===== config.mk =====
export PLATFORM = sky130hd
export DESIGN_NAME = gps_spi_rx_flat
export DESIGN_NICKNAME = d
export VERILOG_FILES = /design/src/rtl/gps_spi_rx_if.sv /design/src/rtl/gps_spi_rx.sv /design/src/flat_wrapper.sv
export SDC_FILE = /design/constraint.sdc
export NUM_CORES = 1
export LEC_CHECK = 0
export CAP_MARGIN = 20
export CORE_MARGIN = 8
export CORE_UTILIZATION = 40
export DETAILED_ROUTE_END_ITERATION = 8
export PLACE_DENSITY = 0.58
export SLEW_MARGIN = 20
export SYNTH_ARGS = -nofsm -noshare
export SYNTH_HDL_FRONTEND = slang
export SYNTH_SLANG_ARGS = --single-unit

===== constraint.sdc =====
create_clock -name MCU_CLK_25_000 -period 2.4 [get_ports MCU_CLK_25_000]
set_clock_uncertainty 0.05 [all_clocks]
set_input_delay 0.24 -clock MCU_CLK_25_000 [delete_from_list [all_inputs] [get_ports MCU_CLK_25_000]]
set_output_delay 0.24 -clock MCU_CLK_25_000 [all_outputs]
set_load 0.005 [all_outputs]

===== src/rtl/gps_spi_rx_if.sv =====
// gps_spi_rx_if: SPI pins and word-stream handshake of the GPS sample receiver
interface gps_spi_rx_if #(
  parameter int DATA_WIDTH = 8,
  parameter int CNT_WIDTH  = 16
);
  logic                  SPI_SCK;
  logic                  SPI_SS;
  logic                  SPI_MOSI;
  logic [DATA_WIDTH-1:0] WORD_DATA;
  logic                  WORD_VALID;
  logic                  WORD_READY;
  logic                  FRAME_ERR;
  logic                  OVERFLOW;
  logic                  CLR_OVF;
  logic [CNT_WIDTH-1:0]  WORD_COUNT;
  modport slave (
    input  SPI_SCK, SPI_SS, SPI_MOSI, WORD_READY, CLR_OVF,
    output WORD_DATA, WORD_VALID, FRAME_ERR, OVERFLOW, WORD_COUNT
  );
  modport master (
    output SPI_SCK, SPI_SS, SPI_MOSI, WORD_READY, CLR_OVF,
    input  WORD_DATA, WORD_VALID, FRAME_ERR, OVERFLOW, WORD_COUNT
  );
endinterface


===== src/rtl/gps_spi_rx.sv =====
// gps_spi_rx: SPI slave deserialiser for the GPS sample link with output FIFO
module gps_spi_rx #(
  parameter int DATA_WIDTH = 8,
  parameter int FIFO_DEPTH = 4,
  parameter int CNT_WIDTH  = 16
) (
  input logic          MCU_CLK_25_000,
  input logic          RESET,
  gps_spi_rx_if.slave  bus
);
  localparam int AW = $clog2(FIFO_DEPTH);
  localparam int BW = DATA_WIDTH > 1 ? $clog2(DATA_WIDTH) : 1;
  typedef enum logic {IDLE, SHIFT} state_t;
  state_t                r_state;
  logic [2:0]            r_sck_s;
  logic [2:0]            r_ss_s;
  logic [1:0]            r_mosi_s;
  logic [BW-1:0]         r_cnt;
  logic [DATA_WIDTH-1:0] r_shift;
  logic                  r_push;
  logic [DATA_WIDTH-1:0] r_push_data;
  logic                  r_fe;
  logic [DATA_WIDTH-1:0] r_mem [FIFO_DEPTH];
  logic [AW:0]           r_wr;
  logic [AW:0]           r_rd;
  logic                  r_ovf;
  logic [CNT_WIDTH-1:0]  r_count;
  logic                  w_sck_rise;
  logic                  w_ss_fall;
  logic                  w_ss_rise;
  logic                  w_last;
  logic [DATA_WIDTH-1:0] w_next;
  logic                  w_empty;
  logic                  w_full;
  logic                  w_pop;
  logic                  w_wr;
  logic                  w_drop;
  // SS synchroniser resets high so a slave select already low after reset opens a frame
  always_ff @(posedge MCU_CLK_25_000 or posedge RESET) begin
    if (RESET) begin
      r_sck_s  <= '0;
      r_ss_s   <= '1;
      r_mosi_s <= '0;
    end else begin
      r_sck_s  <= {r_sck_s[1:0], bus.SPI_SCK};
      r_ss_s   <= {r_ss_s[1:0], bus.SPI_SS};
      r_mosi_s <= {r_mosi_s[0], bus.SPI_MOSI};
    end
  end
  assign w_sck_rise = r_sck_s[1] & ~r_sck_s[2];
  assign w_ss_fall  = ~r_ss_s[1] & r_ss_s[2];
  assign w_ss_rise  = r_ss_s[1] & ~r_ss_s[2];
  assign w_last     = r_cnt == BW'(DATA_WIDTH - 1);
  assign w_next     = {r_shift[DATA_WIDTH-2:0], r_mosi_s[1]};
  // SS rise is checked before sck_rise so a coincident bit is dropped
  always_ff @(posedge MCU_CLK_25_000 or posedge RESET) begin
    if (RESET) begin
      r_state     <= IDLE;
      r_cnt       <= '0;
      r_shift     <= '0;
      r_push      <= 1'b0;
      r_push_data <= '0;
      r_fe        <= 1'b0;
    end else begin
      r_push <= 1'b0;
      r_fe   <= 1'b0;
      if (r_state == IDLE) begin
        if (w_ss_fall) begin
          r_state <= SHIFT;
          r_cnt   <= '0;
        end
      end else if (w_ss_rise) begin
        r_state <= IDLE;
        r_fe    <= r_cnt != '0;
        r_cnt   <= '0;
      end else if (w_sck_rise) begin
        r_shift <= w_next;
        r_cnt   <= w_last ? '0 : r_cnt + 1'b1;
        if (w_last) begin
          r_push      <= 1'b1;
          r_push_data <= w_next;
        end
      end
    end
  end
  assign w_empty = r_wr == r_rd;
  assign w_full  = (r_wr[AW] != r_rd[AW]) && (r_wr[AW-1:0] == r_rd[AW-1:0]);
  assign w_pop   = ~w_empty & bus.WORD_READY;
  assign w_wr    = r_push & (~w_full | w_pop);
  assign w_drop  = r_push & w_full & ~w_pop;
  always_ff @(posedge MCU_CLK_25_000) begin
    if (w_wr) r_mem[r_wr[AW-1:0]] <= r_push_data;
  end
  always_ff @(posedge MCU_CLK_25_000 or posedge RESET) begin
    if (RESET) begin
      r_wr    <= '0;
      r_rd    <= '0;
      r_ovf   <= 1'b0;
      r_count <= '0;
    end else begin
      r_wr    <= w_wr ? r_wr + 1'b1 : r_wr;
      r_rd    <= w_pop ? r_rd + 1'b1 : r_rd;
      r_count <= w_wr ? r_count + 1'b1 : r_count;
      r_ovf   <= w_drop | (r_ovf & ~bus.CLR_OVF);
    end
  end
  assign bus.WORD_VALID = ~w_empty;
  assign bus.WORD_DATA  = w_empty ? '0 : r_mem[r_rd[AW-1:0]];
  assign bus.FRAME_ERR  = r_fe;
  assign bus.OVERFLOW   = r_ovf;
  assign bus.WORD_COUNT = r_count;
endmodule

===== src/flat_wrapper.sv =====
// flat-port wrapper written by rule: the top's interface ports become plain ports
module gps_spi_rx_flat 
#(
  parameter int DATA_WIDTH = 8,
  parameter int FIFO_DEPTH = 4,
  parameter int CNT_WIDTH  = 16
)
  (MCU_CLK_25_000, RESET, bus_SPI_SCK, bus_SPI_SS, bus_SPI_MOSI, bus_WORD_READY, bus_CLR_OVF, bus_WORD_DATA, bus_WORD_VALID, bus_FRAME_ERR, bus_OVERFLOW, bus_WORD_COUNT);
  gps_spi_rx_if #(.DATA_WIDTH(DATA_WIDTH), .CNT_WIDTH(CNT_WIDTH)) bus_i ();
  input logic MCU_CLK_25_000;
  input logic RESET;
  input wire logic [$bits(bus_i.SPI_SCK)-1:0] bus_SPI_SCK;
  input wire logic [$bits(bus_i.SPI_SS)-1:0] bus_SPI_SS;
  input wire logic [$bits(bus_i.SPI_MOSI)-1:0] bus_SPI_MOSI;
  input wire logic [$bits(bus_i.WORD_READY)-1:0] bus_WORD_READY;
  input wire logic [$bits(bus_i.CLR_OVF)-1:0] bus_CLR_OVF;
  output wire logic [$bits(bus_i.WORD_DATA)-1:0] bus_WORD_DATA;
  output wire logic [$bits(bus_i.WORD_VALID)-1:0] bus_WORD_VALID;
  output wire logic [$bits(bus_i.FRAME_ERR)-1:0] bus_FRAME_ERR;
  output wire logic [$bits(bus_i.OVERFLOW)-1:0] bus_OVERFLOW;
  output wire logic [$bits(bus_i.WORD_COUNT)-1:0] bus_WORD_COUNT;
  assign bus_i.SPI_SCK = bus_SPI_SCK;
  assign bus_i.SPI_SS = bus_SPI_SS;
  assign bus_i.SPI_MOSI = bus_SPI_MOSI;
  assign bus_i.WORD_READY = bus_WORD_READY;
  assign bus_i.CLR_OVF = bus_CLR_OVF;
  assign bus_WORD_DATA = bus_i.WORD_DATA;
  assign bus_WORD_VALID = bus_i.WORD_VALID;
  assign bus_FRAME_ERR = bus_i.FRAME_ERR;
  assign bus_OVERFLOW = bus_i.OVERFLOW;
  assign bus_WORD_COUNT = bus_i.WORD_COUNT;
  gps_spi_rx #(.DATA_WIDTH(DATA_WIDTH), .FIFO_DEPTH(FIFO_DEPTH), .CNT_WIDTH(CNT_WIDTH)) u_core (.MCU_CLK_25_000(MCU_CLK_25_000), .RESET(RESET), .bus(bus_i));
endmodule

# Yosys cells after proc, flatten, opt, wreduce, memory -nomap -nowiden
# Memories as Yosys holds them, arrays and structs flattened.
# Index checks and enable logic that the tools add are counted.
dict set report word_totals {
  register_bits 52
  latch_bits 0
  ram_bits 32
  mem_bits_ro 0
  inputBits 7
  output_inout_bits 27
  word_cells 64
  mem_count 1
}
dict set report op_classes {
  n_addsub 4
  n_mul 0
  div 0
  magnitude_cmp 0
  eq_ne 5
  n_shift 0
  n_mux 17
  bitwise 18
  reduce_logical 6
}
# name depth width rd rd_clocked_by_memory_dff write_ports line_no
set memory_table {}
lappend memory_table {u_core.r_mem 4 8 1 0 1 gps_spi_rx.sv:23} ;# logic [DATA_WIDTH-1:0] r_mem [FIFO_DEPTH];
# cell count
set ops {}
lappend ops {{$add A16 B1 Y16 const B} 1}
lappend ops {{$mux W3} 5}
lappend ops {{$mux W1} 11}
lappend ops {{$add A3 B1 Y3 const B} 3}
lappend ops {{$and A1 B1 Y1} 8}
lappend ops {{$mux W8} 1}
lappend ops {{$not A1 Y1} 8}
lappend ops {{$reduce_and A4 Y1} 1}
lappend ops {{$eq A3 B3 Y1} 1}
lappend ops {{$eq A3 B3 Y1 const B} 1}
lappend ops {{$ne A3 B3 Y1 const B} 1}
lappend ops {{$reduce_and A3 Y1} 1}
lappend ops {{$reduce_bool A3 Y1} 1}
lappend ops {{$eq A2 B2 Y1} 1}
lappend ops {{$or A1 B1 Y1} 2}
lappend ops {{$reduce_and A2 Y1} 1}
lappend ops {{$reduce_bool A2 Y1} 1}
lappend ops {{$logic_and A1 B1 Y1} 1}
lappend ops {{$ne A1 B1 Y1} 1}

# Logic depth before layout (Yosys ltp)
dict set report logic_depth {
  ltp_word 7
  ltp_mapped 6
  mapped_depth_nobuf 4
}

# Worst setup path after synthesis
# Ideal clock, no wire load.
dict set report synth_timing {
  kind {register to register}
  startpoint {reg u_core.r_rd[1]}
  endpoint {mem u_core.r_mem[0][0], enable pin}
  setup_time_ps 277
  arrival_time_ps 1475
  required_time_ps 2073
  setup_slack_ps 598
  stages_incl_launch_ff 6
  path_buffers 2
  period_less_slack_ps 1802
  path_cell_list {dfrtp_1 -> buf_6 -> xor2_2 -> o41a_1 -> buf_2 -> and2_1}
}
dict set report synth_between {
  elab_chain_len 7
  word_cells_on_any_way 10
  cone_classes {eq/ne (2); mux (2); bitwise (5); reduce/logical (1)}
}
# item line_no
set synth_lines {}
lappend synth_lines {{start: declaration} gps_spi_rx.sv:25} ;# logic [AW:0] r_rd;
lappend synth_lines {{start signal: assignment} gps_spi_rx.sv:102} ;# r_rd <= w_pop ? r_rd + 1'b1 : r_rd;
lappend synth_lines {{$eq A3 B3 Y1 or $eq A2 B2 Y1 (tied branches)} {gps_spi_rx.sv:86, gps_spi_rx.sv:87}}
lappend synth_lines {{$not A1 Y1 or $logic_and A1 B1 Y1 (tied branches)} {gps_spi_rx.sv:88, gps_spi_rx.sv:87}}
lappend synth_lines {{$and A1 B1 Y1 or $not A1 Y1 (tied branches)} {gps_spi_rx.sv:88, gps_spi_rx.sv:89}}
lappend synth_lines {{$or A1 B1 Y1 (*)} gps_spi_rx.sv:89} ;# assign w_wr = r_push & (~w_full | w_pop);
lappend synth_lines {{$and A1 B1 Y1 (*)} gps_spi_rx.sv:89}
lappend synth_lines {{$mux W1 (*)} gps_spi_rx.sv:92} ;# if (w_wr) r_mem[r_wr[AW-1:0]] <= r_push_data;
lappend synth_lines {{$mux W1 (implied by the code) (*)} gps_spi_rx.sv:92}
lappend synth_lines {{end: declaration} gps_spi_rx.sv:23}
# Every way passes the cells marked *; elsewhere a longest branch is shown, timed or not.

# Final worst setup path
dict set report layout_timing {
  startpoint {reg u_core.r_rd[1]}
  endpoint {out bus_WORD_DATA[3]}
}
dict set report layout_between {
  elab_chain_len 2
  word_cells_on_any_way 3
  cone_classes {eq/ne (1); mux (1); memory (1)}
}
# item line_no
set layout_lines {}
lappend layout_lines {{$mem_v2 Z4 W8 or $eq A3 B3 Y1 (tied branches)} n/a}
lappend layout_lines {{$mux W8 (*)} gps_spi_rx.sv:108} ;# assign bus.WORD_DATA = w_empty ? '0 : r_mem[r_rd[AW-1:0]];
lappend layout_lines {{end: declaration} flat_wrapper.sv:17} ;# output wire logic [$bits(bus_i.WORD_DATA)-1:0] bus_WORD_DATA;
# Marks and branches as above.

==> qor.txt <==
Fraction of layout cells with a size suffix above 1: 25.95%
CP endpoint kind: primary output
Core Region: 8593 sq um
Clk buf depth: 2
Vias/cell: 4.841
Clk slew on worst S/H paths: 90 ps
Met2 usage: 17.10%
FF+latch count, synth: 84
Num ports: 34
Synth Warn #: 0
TritonCTS clock tree: yes
CTS Hold Bufs: 0
Post-DP HPWL: 3861 microns
Period utilisation layout: 97.42%
WL/cell: 14.85 microns
Multi-input gate area: 1177 sq um
Register area: 2271 sq um
Average size of a mapped cell: 15.41 sq um
Peak Freq: 427.7 MHz
Worst slew pin tran: 499.8 ps
Die Span X: 109.5 microns
Max Cap Viol: 0
Count of filler cells inserted in the layout: 758
GP Congestion: 0.6959
Fin. Hold Viols: 0
Worst slack at placement: 211.7 ps
Slew Viols, Final: 0
Gr usage total: 10.60%
Initial DRC count: 65
Hold crit path type: in2async
Setup WS post-layout: 62.00 ps
Req. time, crit path: 2110 ps
Slew Limit Headroom: 66.58%
Met1 Usage GRT: 13.19%
Commonest non-fill, non-tap cell in the layout: dfrtp_1
Post-route DRC: 0
Remaining global-route overflow: 0
Initial Utilization: 40.71%
Routed WL: 5896 microns
Port Buffers: 33
Total number of vias: 1922
Worst Path Class, Setup: reg2out
Crit Path Max Fanout: 5
Final setup viols: 0
Static Leak: 1.908 nW
Sequential fraction of the synthesis area: 64.77%
P&R area growth vs syn: 23.25%
Std-Cell Rows: 34
Mapped Nets: 243
Status: finished, final reports clean
Clock net sink count: 84
Startpoint Class: flip-flop
DIE HEIGHT: 109.5 microns
Vias in the first global route: 1986
GRT Max-Usage Layer: met2
Critical path arrival: 2050 ps
Post-Synthesis Cells: 227
Initial antenna violation count: 0
Most frequent cells in the layout: 45 x dfrtp_1, 32 x edfxtp_1, 28 x clkdlybuf4s50_1
Synth unique cells: 34
Clk root buf: clkbuf_8
Hold slack: 188.0 ps
Minimum clock period: 2338 ps
PwrDens: 822.0 nW/um^2
Later-pin clock latency in the skew report: 360 ps
First-pass GRT wire length: 9804 microns
Fin nets: 300
Register-to-register setup slack: 490 ps
Global Route met3 Usage: 2.579%
H-tree levels: 3
Final ANT Viol Nets: 0
Die Footprint: 11990 sq um
TritonRoute pass-1 iters: 4
Antenna cells: 0
CTS Buf Count: 9
Largest net degree at the start of global routing: 53
Cell area after synthesis: 3498 sq um
Worst VDD drop: 0.3552 mV
critical path, stage by stage, from the launching register on:
cell and delay, ps:
dfrtp_2 460, xor2_4 210, or3b_4 440, and2_1 160, clkdlybuf4s50_1 440
cell families (layout without fill, tap and decap cells):
logic type / Yosys count / in the layout / share of synthesized area [%]
DFF: 84 / 84 / 64.77
adders and majority gates: 9 / 9 / 3.219
xor gates and xnor gates: 22 / 22 / 6.259
AOI/OAI and AO/OA: 9 / 9 / 2.182
muxes: 26 / 26 / 10.91
and+or+nand+nor: 62 / 63 / 10.16
buffers and inverters: 15 / 76 / 2.503
repair_timing:
action	in CTS	in global routing
setup endpoints to repair	9	7
pin swaps	2	2
endpoints found under the hold margin	0	0
resized for setup	7	8
gates cloned	1	0
buffers inserted	4	4
layout make-up:
| cell class | count | share of cell area (%) |
|---|---|---|
| Timing Repair Buffer | 51 | 11.46 |
| Tap cell | 108 | 3.134 |
| Inverter | 9 | 0.7835 |
| Multi-Input combinational cell | 129 | 27.31 |
| Clock buffer | 9 | 2.873 |
| Sequential cell | 84 | 52.67 |
| Clock inverter | 7 | 1.770 |
through the flow:
| step | instance area, sq um | utilization (%) | instances | TNS [ps] | power (mW) |
|---|---|---|---|---|---|
| 2_1_floorplan | 3498 | - | 227 | 0 | 2.200 |
| 4_1_cts | 4254 | 49.50 | 393 | 0 | 3.558 |
| 6_report | 4312 | 50.17 | 397 | 0 | 3.544 |
| 5_1_grt | 4312 | 50.17 | 397 | -4.457 | 3.728 |
| 3_5_place_dp | 3998 | 46.52 | 372 | 0 | 2.480 |
| 3_3_place_gp | 3998 | 46.52 | 372 | 0 | 2.462 |
state kept, by name, indices dropped and copies added (netlist names):
signal / flops
u_core.bus.FRAME_ERR: 1
u_core.bus.OVERFLOW: 1
u_core.bus.WORD_COUNT: 16
u_core.r_cnt: 3
u_core.r_mem: 32
u_core.r_mosi_s: 2
u_core.r_push: 1
u_core.r_push_data: 8
u_core.r_rd: 3
u_core.r_sck_s: 3
u_core.r_shift: 7
u_core.r_ss_s: 3
u_core.r_state: 1
u_core.r_wr: 3
cell usage after synthesis:
library cell	count	area, sq um
dfrtp_1	49	1226
edfxtp_1	32	960.9
mux2_2	17	191.4
nand2_1	15	56.30
xor2_1	13	113.9
and2_1	11	68.82
ha_1	9	112.6
inv_1	9	33.78
mux4_2	8	180.2
nand3_1	8	40.04
xnor2_1	7	61.31
nor3_1	6	30.03
nor4_1	6	37.54
o21ai_0	6	30.03
buf_6	4	45.04
nand4_1	4	25.02
dfstp_2	3	78.83
and4_1	2	17.52
nor2_1	2	7.510
nor2b_1	2	12.51
a211oi_1	1	7.510
and2_4	1	8.760
and3_1	1	6.260
buf_2	1	5.000
clkbuf_1	1	3.750
mux2i_1	1	10.01
nand2b_1	1	6.260
nand4b_1	1	8.760
nor4_4	1	21.27
o41a_1	1	11.26
o41ai_4	1	27.53
or3b_1	1	8.760
xor2_2	1	16.27
xor2_4	1	27.53
power by group:
group / switching, mW / total [mW] / internal, mW
logic: 0.327 / 0.865 / 0.538
clock network: 0.576 / 0.989 / 0.413
registers: 0.0979 / 1.69 / 1.59
total: 1.00 / 3.54 / 2.54
worst paths after layout:
kind,endpoint,cells after the start,startpoint
worst max-delay path,bus_WORD_DATA[3],4,u_core.r_rd[1]$_DFFE_PP0P_
worst min-delay path,u_core.r_mosi_s[0]$_DFF_PP0_,3,RESET
worst max register to register,u_core.r_mem[0][7]$_DFFE_PP_,4,u_core.r_rd[1]$_DFFE_PP0P_
worst min register to register,u_core.r_mosi_s[1]$_DFF_PP0_,0,u_core.r_mosi_s[0]$_DFF_PP0_
max in group asynchronous,u_core.r_ss_s[2]$_DFF_PP1_,3,RESET
min in group MCU_CLK_25_000,u_core.r_ss_s[0]$_DFF_PP1_,1,bus_SPI_SS
metal layers:
layer  wire length, microns  up-vias
met2                   2819       27
met5                      0        -
met4                     81        0
met3                    212        6
met1                   2782      952
li1                       -      937
No activity file was read; power rests on OpenSTA's default activity.
